## config.mk

```make
export PLATFORM = sky130hd
export DESIGN_NAME = fpga_config_loader
export DESIGN_NICKNAME = d
export VERILOG_FILES = /design/src/rtl/fpga_cfg_pkg.sv /design/src/rtl/cfg_settle_timer.sv /design/src/rtl/fpga_config_loader.sv
export SDC_FILE = /design/constraint.sdc
export NUM_CORES = 1
export LEC_CHECK = 0
export CORE_AREA = 2 2 192 194
export CTS_BUF_LIST = sky130_fd_sc_hd__clkbuf_2
export DETAILED_ROUTE_END_ITERATION = 12
export DIE_AREA = 0 0 194 196
export DONT_BUFFER_PORTS = 1
export HOLD_SLACK_MARGIN = 0.12
export REMOVE_ABC_BUFFERS = 1
export SLEW_MARGIN = 25
export SYNTH_ARGS = -nofsm -noshare
export SYNTH_HDL_FRONTEND = slang
export SYNTH_SLANG_ARGS = --single-unit
export TNS_END_PERCENT = 100
```

## constraint.sdc

```tcl
create_clock -name clock -period 1.9 [get_ports clock]
set_input_delay 0.095 -clock clock [delete_from_list [all_inputs] [get_ports clock]]
set_output_delay 0.095 -clock clock [all_outputs]
set_load 0.03 [all_outputs]
```

## src/rtl/fpga_cfg_pkg.sv

```systemverilog
// fpga_cfg_pkg: shared state encoding and default sizes for the fabric configuration loader.
package fpga_cfg_pkg;
    localparam int CFG_WORD_W    = 224;
    localparam int CFG_NUM_WORDS = 43;
    localparam int CFG_SETTLE    = 10;

    typedef enum logic [2:0] {
        S_IDLE,
        S_LOAD,
        S_WRITE,
        S_SETTLE,
        S_FFEN,
        S_DONE
    } cfg_state_t;
endpackage

```

## src/rtl/cfg_settle_timer.sv

```systemverilog
// cfg_settle_timer: loadable down-counter; done is high while enabled and the count has reached zero.
//   clock, rst_n : clock and asynchronous active-low reset
//   load         : load load_val into the counter (has priority over counting)
//   load_val     : value to load
//   en           : count down while nonzero
//   done         : en && count == 0
module cfg_settle_timer #(
    parameter int W = 4
) (
    input  logic         clock,
    input  logic         rst_n,
    input  logic         load,
    input  logic [W-1:0] load_val,
    input  logic         en,
    output logic         done
);
    logic [W-1:0] cnt;

    always_ff @(posedge clock or negedge rst_n) begin
        if (!rst_n) cnt <= '0;
        else if (load) cnt <= load_val;
        else if (en && cnt != '0) cnt <= cnt - W'(1);
    end

    assign done = en && cnt == '0;
endmodule

```

## src/rtl/fpga_config_loader.sv

```systemverilog
// fpga_config_loader: streams configuration words into the fabric, then enables its flip-flops.
//   clock, rst_n          : clock and asynchronous active-low reset
//   start                 : begin a pass (honoured only when idle or done)
//   cfg_data/valid/ready  : incoming word stream, word 0 first
//   configs_in            : registered word presented to the fabric
//   configs_en            : one-hot slot write strobe
//   ff_en, rdy, busy      : fabric flip-flop enable, pass complete, pass in progress
module fpga_config_loader
    import fpga_cfg_pkg::*;
#(
    parameter int WORD_W        = CFG_WORD_W,
    parameter int NUM_WORDS     = CFG_NUM_WORDS,
    parameter int SETTLE_CYCLES = CFG_SETTLE
) (
    input  logic                 clock,
    input  logic                 rst_n,
    input  logic                 start,
    input  logic [WORD_W-1:0]    cfg_data,
    input  logic                 cfg_valid,
    output logic                 cfg_ready,
    output logic [WORD_W-1:0]    configs_in,
    output logic [NUM_WORDS-1:0] configs_en,
    output logic                 ff_en,
    output logic                 rdy,
    output logic                 busy
);
    localparam int IDX_W = NUM_WORDS > 1 ? $clog2(NUM_WORDS) : 1;
    localparam int CNT_W = SETTLE_CYCLES > 1 ? $clog2(SETTLE_CYCLES) : 1;

    cfg_state_t       state, state_nx;
    logic [IDX_W-1:0] idx;
    logic             last, settle_done;

    assign last = idx == IDX_W'(NUM_WORDS - 1);

    always_ff @(posedge clock or negedge rst_n) begin
        if (!rst_n) begin
            state      <= S_IDLE;
            idx        <= '0;
            configs_in <= '0;
        end else begin
            state <= state_nx;
            if (state == S_WRITE && !last) idx <= idx + IDX_W'(1);
            else if (start && (state == S_IDLE || state == S_DONE)) idx <= '0;
            if (cfg_valid && cfg_ready) configs_in <= cfg_data;
        end
    end

    always_comb begin
        state_nx = state;
        case (state)
            S_IDLE, S_DONE: state_nx = start ? S_LOAD : state;
            S_LOAD:         state_nx = cfg_valid ? S_WRITE : S_LOAD;
            S_WRITE:        state_nx = last ? S_SETTLE : S_LOAD;
            S_SETTLE:       state_nx = settle_done ? S_FFEN : S_SETTLE;
            S_FFEN:         state_nx = S_DONE;
            default:        state_nx = S_IDLE;
        endcase
        cfg_ready  = state == S_LOAD;
        configs_en = state == S_WRITE ? NUM_WORDS'(1) << idx : '0;
        ff_en      = state == S_FFEN || state == S_DONE;
        rdy        = state == S_DONE;
        busy       = !(state == S_IDLE || state == S_DONE);
    end

    // Loaded on the last write so the count of SETTLE cycles is exactly SETTLE_CYCLES.
    cfg_settle_timer #(.W(CNT_W)) u_settle (
        .clock    (clock),
        .rst_n    (rst_n),
        .load     (state == S_WRITE && last),
        .load_val (CNT_W'(SETTLE_CYCLES - 1)),
        .en       (state == S_SETTLE),
        .done     (settle_done)
    );
endmodule

```

==> impl_summary.md, run 1 <==
Floorplan
The initial standard-cell utilization of the core is 27.7%. For this design the top-level I/O count stands at 499. The floorplan step set the die width to 194 µm.

The die is 196 µm tall. After floorplanning, the core was divided into 70 placement rows.

Synthesis
In the synthesized netlist the dominant register cell turns out to be sky130_fd_sc_hd__dfrtp_1. Yosys attributes the largest share of cell area to sky130_fd_sc_hd__dfrtp_1, sky130_fd_sc_hd__mux2_4, sky130_fd_sc_hd__mux2_1. The biggest area consumer among synthesized cells is sky130_fd_sc_hd__dfrtp_1. The share of the synthesized area in the top cell type is 59.3%. The number of synthesis warnings is 0. The synthesized instance count is 629.

Of the synthesized area, sequential elements account for 59.3%. Dividing the synthesized area by the synthesized cell count gives 15.9 µm². After synthesis the netlist holds a flip-flop and latch count of 237. The number of distinct library cells after synthesis is 42.

Among all cell types in the netlist, the one instantiated most often is sky130_fd_sc_hd__dfrtp_1. After synthesis, the most frequently instantiated cells are sky130_fd_sc_hd__dfrtp_1, sky130_fd_sc_hd__mux2_1, sky130_fd_sc_hd__mux2_4, sky130_fd_sc_hd__nor2_1, sky130_fd_sc_hd__mux2_2. The cell area that synthesis handed to floorplanning was 0.0100 mm². The number of enable-type register cells in the synthesized netlist is 0. The share of flip-flops with an asynchronous set or reset after synthesis is 100%.

CTS
The number of clock buffers added by TritonCTS is 66. The maximum clock insertion buffer count is 3. The root buffer cell chosen for the clock tree is sky130_fd_sc_hd__clkbuf_2. The H-tree was split into 3 levels. The number of setup buffers added after CTS is 7. After clock tree synthesis, the flow added hold-fix buffers numbering 251. In this run, post-CTS repair resized a total of 56 instances. The count of clock tree sinks is 237.

Status
The stage where the flow stopped is clock tree synthesis (4_1_cts). The run stopped with a tool error. The first error in the log reads "[ERROR RSZ-0060] Max buffer count reached".

Placement
The wire-length estimate of the detail-placed layout is 17.5 mm. Summing all placed instances gives a cell area of 0.0109 mm². OpenSTA, run right after detailed placement, puts the worst setup slack at 0.134 ns.

The final weighted congestion in routability-driven placement is 0.791. The number of buffers inserted by port buffering is 0.
-- metrics by stage --
step           std cells  hold WS, ns
2_1_floorplan        595       -0.201
3_3_place_gp        1135       -0.196
3_5_place_dp        1135       -0.197
-- kinds of logic after synthesis --
kind of cell | share of synthesized area, %
buffers and inverters | 3.64
AO/OA/AOI/OAI | 1.18
multiplexers | 29.5
AND/OR/NAND/NOR | 5.25
flip-flops | 59.3
XOR/XNOR | 0.175
adder cells (fa/ha/maj) | 1.00
==> run 2, diff against run 1 <==
Settings changed: CTS_BUF_LIST sky130_fd_sc_hd__clkbuf_2 to unset, HOLD_SLACK_MARGIN 0.12 to unset, PLACE_DENSITY_LB_ADDON set to 0.15.
==> run 2 against run 1 <==
Effect of this change: the flow now finishes, with violations (negative hold slack, negative setup slack); synthesized area unchanged; synthesized cell count unchanged.
==> impl_summary.md, run 2 <==
Placement
The total instance count after detailed placement was 1134 (-0.088%). The post-placement cell area was 0.0109 mm² (about the same). The number of buffers inserted by port buffering is 0 (unchanged).

The detailed placement HPWL is 18.7 mm (+7.0%). The final weighted congestion in routability-driven placement was 0.797 (+0.80%).

Detailed routing
Dividing the detail-routed via count by the number of cells gives 4.48. Once detail routing completed, the nets flagged for antenna violations numbered 0. The routed wire length is 29.9 mm. The pre-antenna-repair detailed-routing pass consisted of 4 iterations.

Dividing the detail-routed wire length by the instance count gives 20.7 µm. The number of vias after detailed routing is 6464. The residual DRC count is 0. The first routing iteration left 199 violations.

Setup path
For flop-to-flop paths, the worst setup slack is -0.09 ns. The critical path contains buffers and inverters numbering 2 combined. STA puts the critical path data arrival time at 2.14 ns. The critical setup path kind is reg2out. The highest fanout seen on the critical path is 8.

The sort of element at the end of the critical path is an output pin. The number of cells on the worst reg-to-reg path is 8. The startpoint identified for the worst register-to-register timing path is state[1]. The largest single stage delay on the critical path is 0.40 ns. The worst setup path is launched from a register. For this design, the slowest cell found on the critical path is sky130_fd_sc_hd__or3b_4. Walking the worst path, the cells encountered are or3b_4, or3_4, buf_12, nor2_2, buf_4. The endpoint of the worst-slack reg-to-reg timing path is configs_in[62].

The largest delay contributor family on the critical path is simple AND/OR/NAND/NOR gates. Data on the critical path is required at its endpoint by 1.80 ns.

Synthesis
The synthesized instance count is 629 (unchanged). The number of distinct library cells after synthesis is 42 (unchanged). In the post-synthesis netlist, the biggest area contributors are sky130_fd_sc_hd__dfrtp_1, sky130_fd_sc_hd__mux2_4, sky130_fd_sc_hd__mux2_1.

The share of the synthesized area in the top cell type is 59.3% (unchanged). The post-synthesis share of cell area spent on full adders, half adders and majority gates is 1.00% (unchanged). After synthesis, the largest family of logic cells by area is multiplexers. The post-synthesis sequential area ratio was 59.3% (unchanged). The post-synthesis simple-gate area fraction came to 5.25% (unchanged). The synthesized-area fraction occupied by xor and xnor cells is 0.175% (unchanged). The commonest cells after synthesis are sky130_fd_sc_hd__dfrtp_1, sky130_fd_sc_hd__mux2_1, sky130_fd_sc_hd__mux2_4, sky130_fd_sc_hd__nor2_1, sky130_fd_sc_hd__mux2_2.

The portion of netlist area occupied by mux cells is 29.5% (unchanged). The share of flip-flops with an asynchronous set or reset after synthesis was 100% (unchanged). The synthesized design spends more area on one cell type than any other, namely sky130_fd_sc_hd__dfrtp_1. The dominant register cell in the synthesized netlist is sky130_fd_sc_hd__dfrtp_1. The number of synthesis warnings was 0 (unchanged). The complex-gate fraction of the synthesized area is 1.18% (unchanged).

The number of enable-type register cells in the synthesized netlist is 0 (unchanged). The synthesis-stage register bit count is 237 (unchanged). The average instance area after synthesis is 15.9 µm² (unchanged). The area of the mapped netlist is 0.0100 mm² (unchanged).

The most common cell in the synthesized netlist is sky130_fd_sc_hd__dfrtp_1.

Finish
In the layout the commonest cells are sky130_fd_sc_hd__dfrtp_1, sky130_fd_sc_hd__dlygate4sd3_1, sky130_fd_sc_hd__mux2_4. The area taken by multi-input logic gates is 0.00442 mm². The post-route netlist has 43.4% of its cells at a drive strength greater than 1. Leaving out fill and tap cells, the most frequent cell in the layout is sky130_fd_sc_hd__dfrtp_1.

After routing the design area is 0.0157 mm². From synthesis to final layout, the design area changed by 57.1%. The register with the most flip-flops in the final layout is configs_in. Fill cells in the final layout number 3109. The largest registers in the layout are configs_in (224), idx (6), u_settle.cnt (4). The number of antenna diodes is 0. Cells fill 43.5% of the core in the end. The register with the most flip-flops in the layout has 224 of them. The final standard cell count with taps included and fillers excluded is 1444. The register cell area after layout is 0.00593 mm².

The final layout net count is 1195.

Status
The checks that failed: negative hold slack, negative setup slack. The run finished, with violations left.

CTS
The count of clock tree sinks came to 237 (unchanged). The number of buffers inserted during clock tree synthesis came to 27 (-59%). The count of H-tree levels built during CTS is 1 (-2). The clock root buffer is sky130_fd_sc_hd__clkbuf_16. The maximum clock insertion buffer count was 3 (unchanged).

The insertion delay to the later sink of the worst-skew pair is 0.55 ns. The clock tree from TritonCTS is yes. Clock-pin slew was measured on the worst setup and hold paths at 0.06 ns. The quantity of hold-fixing buffers added after cts came to 226 (-10%).

Global route
The overall track demand over capacity in global routing is 13.5%. The via count of the first global-routing pass is 7052. Entering global routing, the biggest net connects 238 pins. The residual overflow from global routing is 0. The first global-routing pass estimated 41.4 mm of wire. The number of antenna violations at the first check in global routing is 0.

STA
Setup repair after global routing could not meet its margin everywhere. Headroom to the max-slew limit came out at 70.6%. The worst clock skew on the final layout is 0.0187 ns. The post-route clock period utilization is 118%. In the post-route analysis, the smallest setup slack over all paths is -0.335 ns.

The hold violation total from the final report is 237. For this run, the top clock speed supported by timing is 447 MHz. The number of max-slew violations in the final report is 0.

The tightest hold path in the finished design has a slack of -0.751 ns. After layout, the minimum clock period comes to 2.24 ns. The number of setup violations in the final report is 168.

The transition time at the pin with the least slew margin is 0.440 ns.

Floorplan
The die span in x is 194 µm (unchanged). The top-level port count is 499 (unchanged). The die extent in y came to 196 µm (unchanged). The number of rows in the core area is 70 (unchanged). The initial standard-cell utilization of the core came to 27.7% (unchanged). The floorplan step defined a core boundary enclosing 0.0361 mm². The total die area is 0.0380 mm².

Job
Max-cap violations in this run came to 0.

Pwr
Overall power consumption after layout is estimated at 30.0 mW. Power spread over the standard cell area amounts to 1910 mW/mm². For this design the static power due to leakage is 6.91 nW. Across the VDD grid, the largest voltage drop is 1.28 mV.

Hold path
The min-delay analysis places its worst path in the category in2async.
[run 2: per-stage QoR]
| stage | TNS (ns) | setup WS [ns] |
|---|---|---|
| finish | -17.32 | -0.335 |
| global route | -30.19 | -0.406 |
| CTS | -12.18 | -0.374 |
| detailed placement | 0 | 0.107 |
| global placement | 0 | 0.142 |
| floorplan | -1465.61 | -6.70 |
[run 2: area by class of cell]
cell class	count	area share, %
clock buffer	35	4.87
timing repair buffer	334	24.3
inverter	9	0.215
tap	468	3.73
clock inverter	11	1.04
sequential	237	37.8
multi-input combinational	350	28.1
[run 2: metal layers]
| layer | global-route usage, % | part of all wire (%) | up-vias |
|---|---|---|---|
| li1 | - | - | 2864 |
| met1 | 15.3 | 38 | 3217 |
| met2 | 23.9 | 51 | 329 |
| met3 | 3.87 | 7.3 | 54 |
| met4 | 5.11 | 3.2 | 0 |
| met5 | 0 | 0 | - |
[run 2: timing repair]
action | 4_1_cts | 5_1_grt
setup endpoints to repair | 45 | 246
pin swaps | 6 | 14
gates cloned | 1 | 19
setup buffers | 5 | 13
endpoints found under the hold margin | 469 | 237
resized for setup | 44 | 233
[run 2: cell families (layout without fill, tap and decap cells)]
family	count (synthesis)	after routing
simple gates	92	93
xor+xnor	2	2
fa+ha+maj	8	8
mux	229	229
buf+inv	43	389
compound gates	18	18
flops	237	237
[run 2: worst max path at each step]
stage,from,endpoint,cells after the start
finish,state[2],configs_en[1],5
global route,state[2],configs_en[3],5
CTS,state[2],configs_en[1],5
global placement,state[1],configs_in[18],5
floorplan,state[1],configs_in[0],3
detailed placement,state[1],configs_en[4],5
[run 2: power by group]
group	switching [mW]	leakage (nW)	internal [mW]
Sequential	7.29	2.80	7.57
Combinational	3.20	3.65	6.54
Clock	2.06	0.463	3.36
[run 2: worst register-to-register path: cells and delay by family (launching register included)]
family	cells	cell delay (ns)
simple gates	2	0.47
buf+inv	5	0.73
mux	1	0.30
flops	1	0.40
Power figures use the tool's default switching activity.
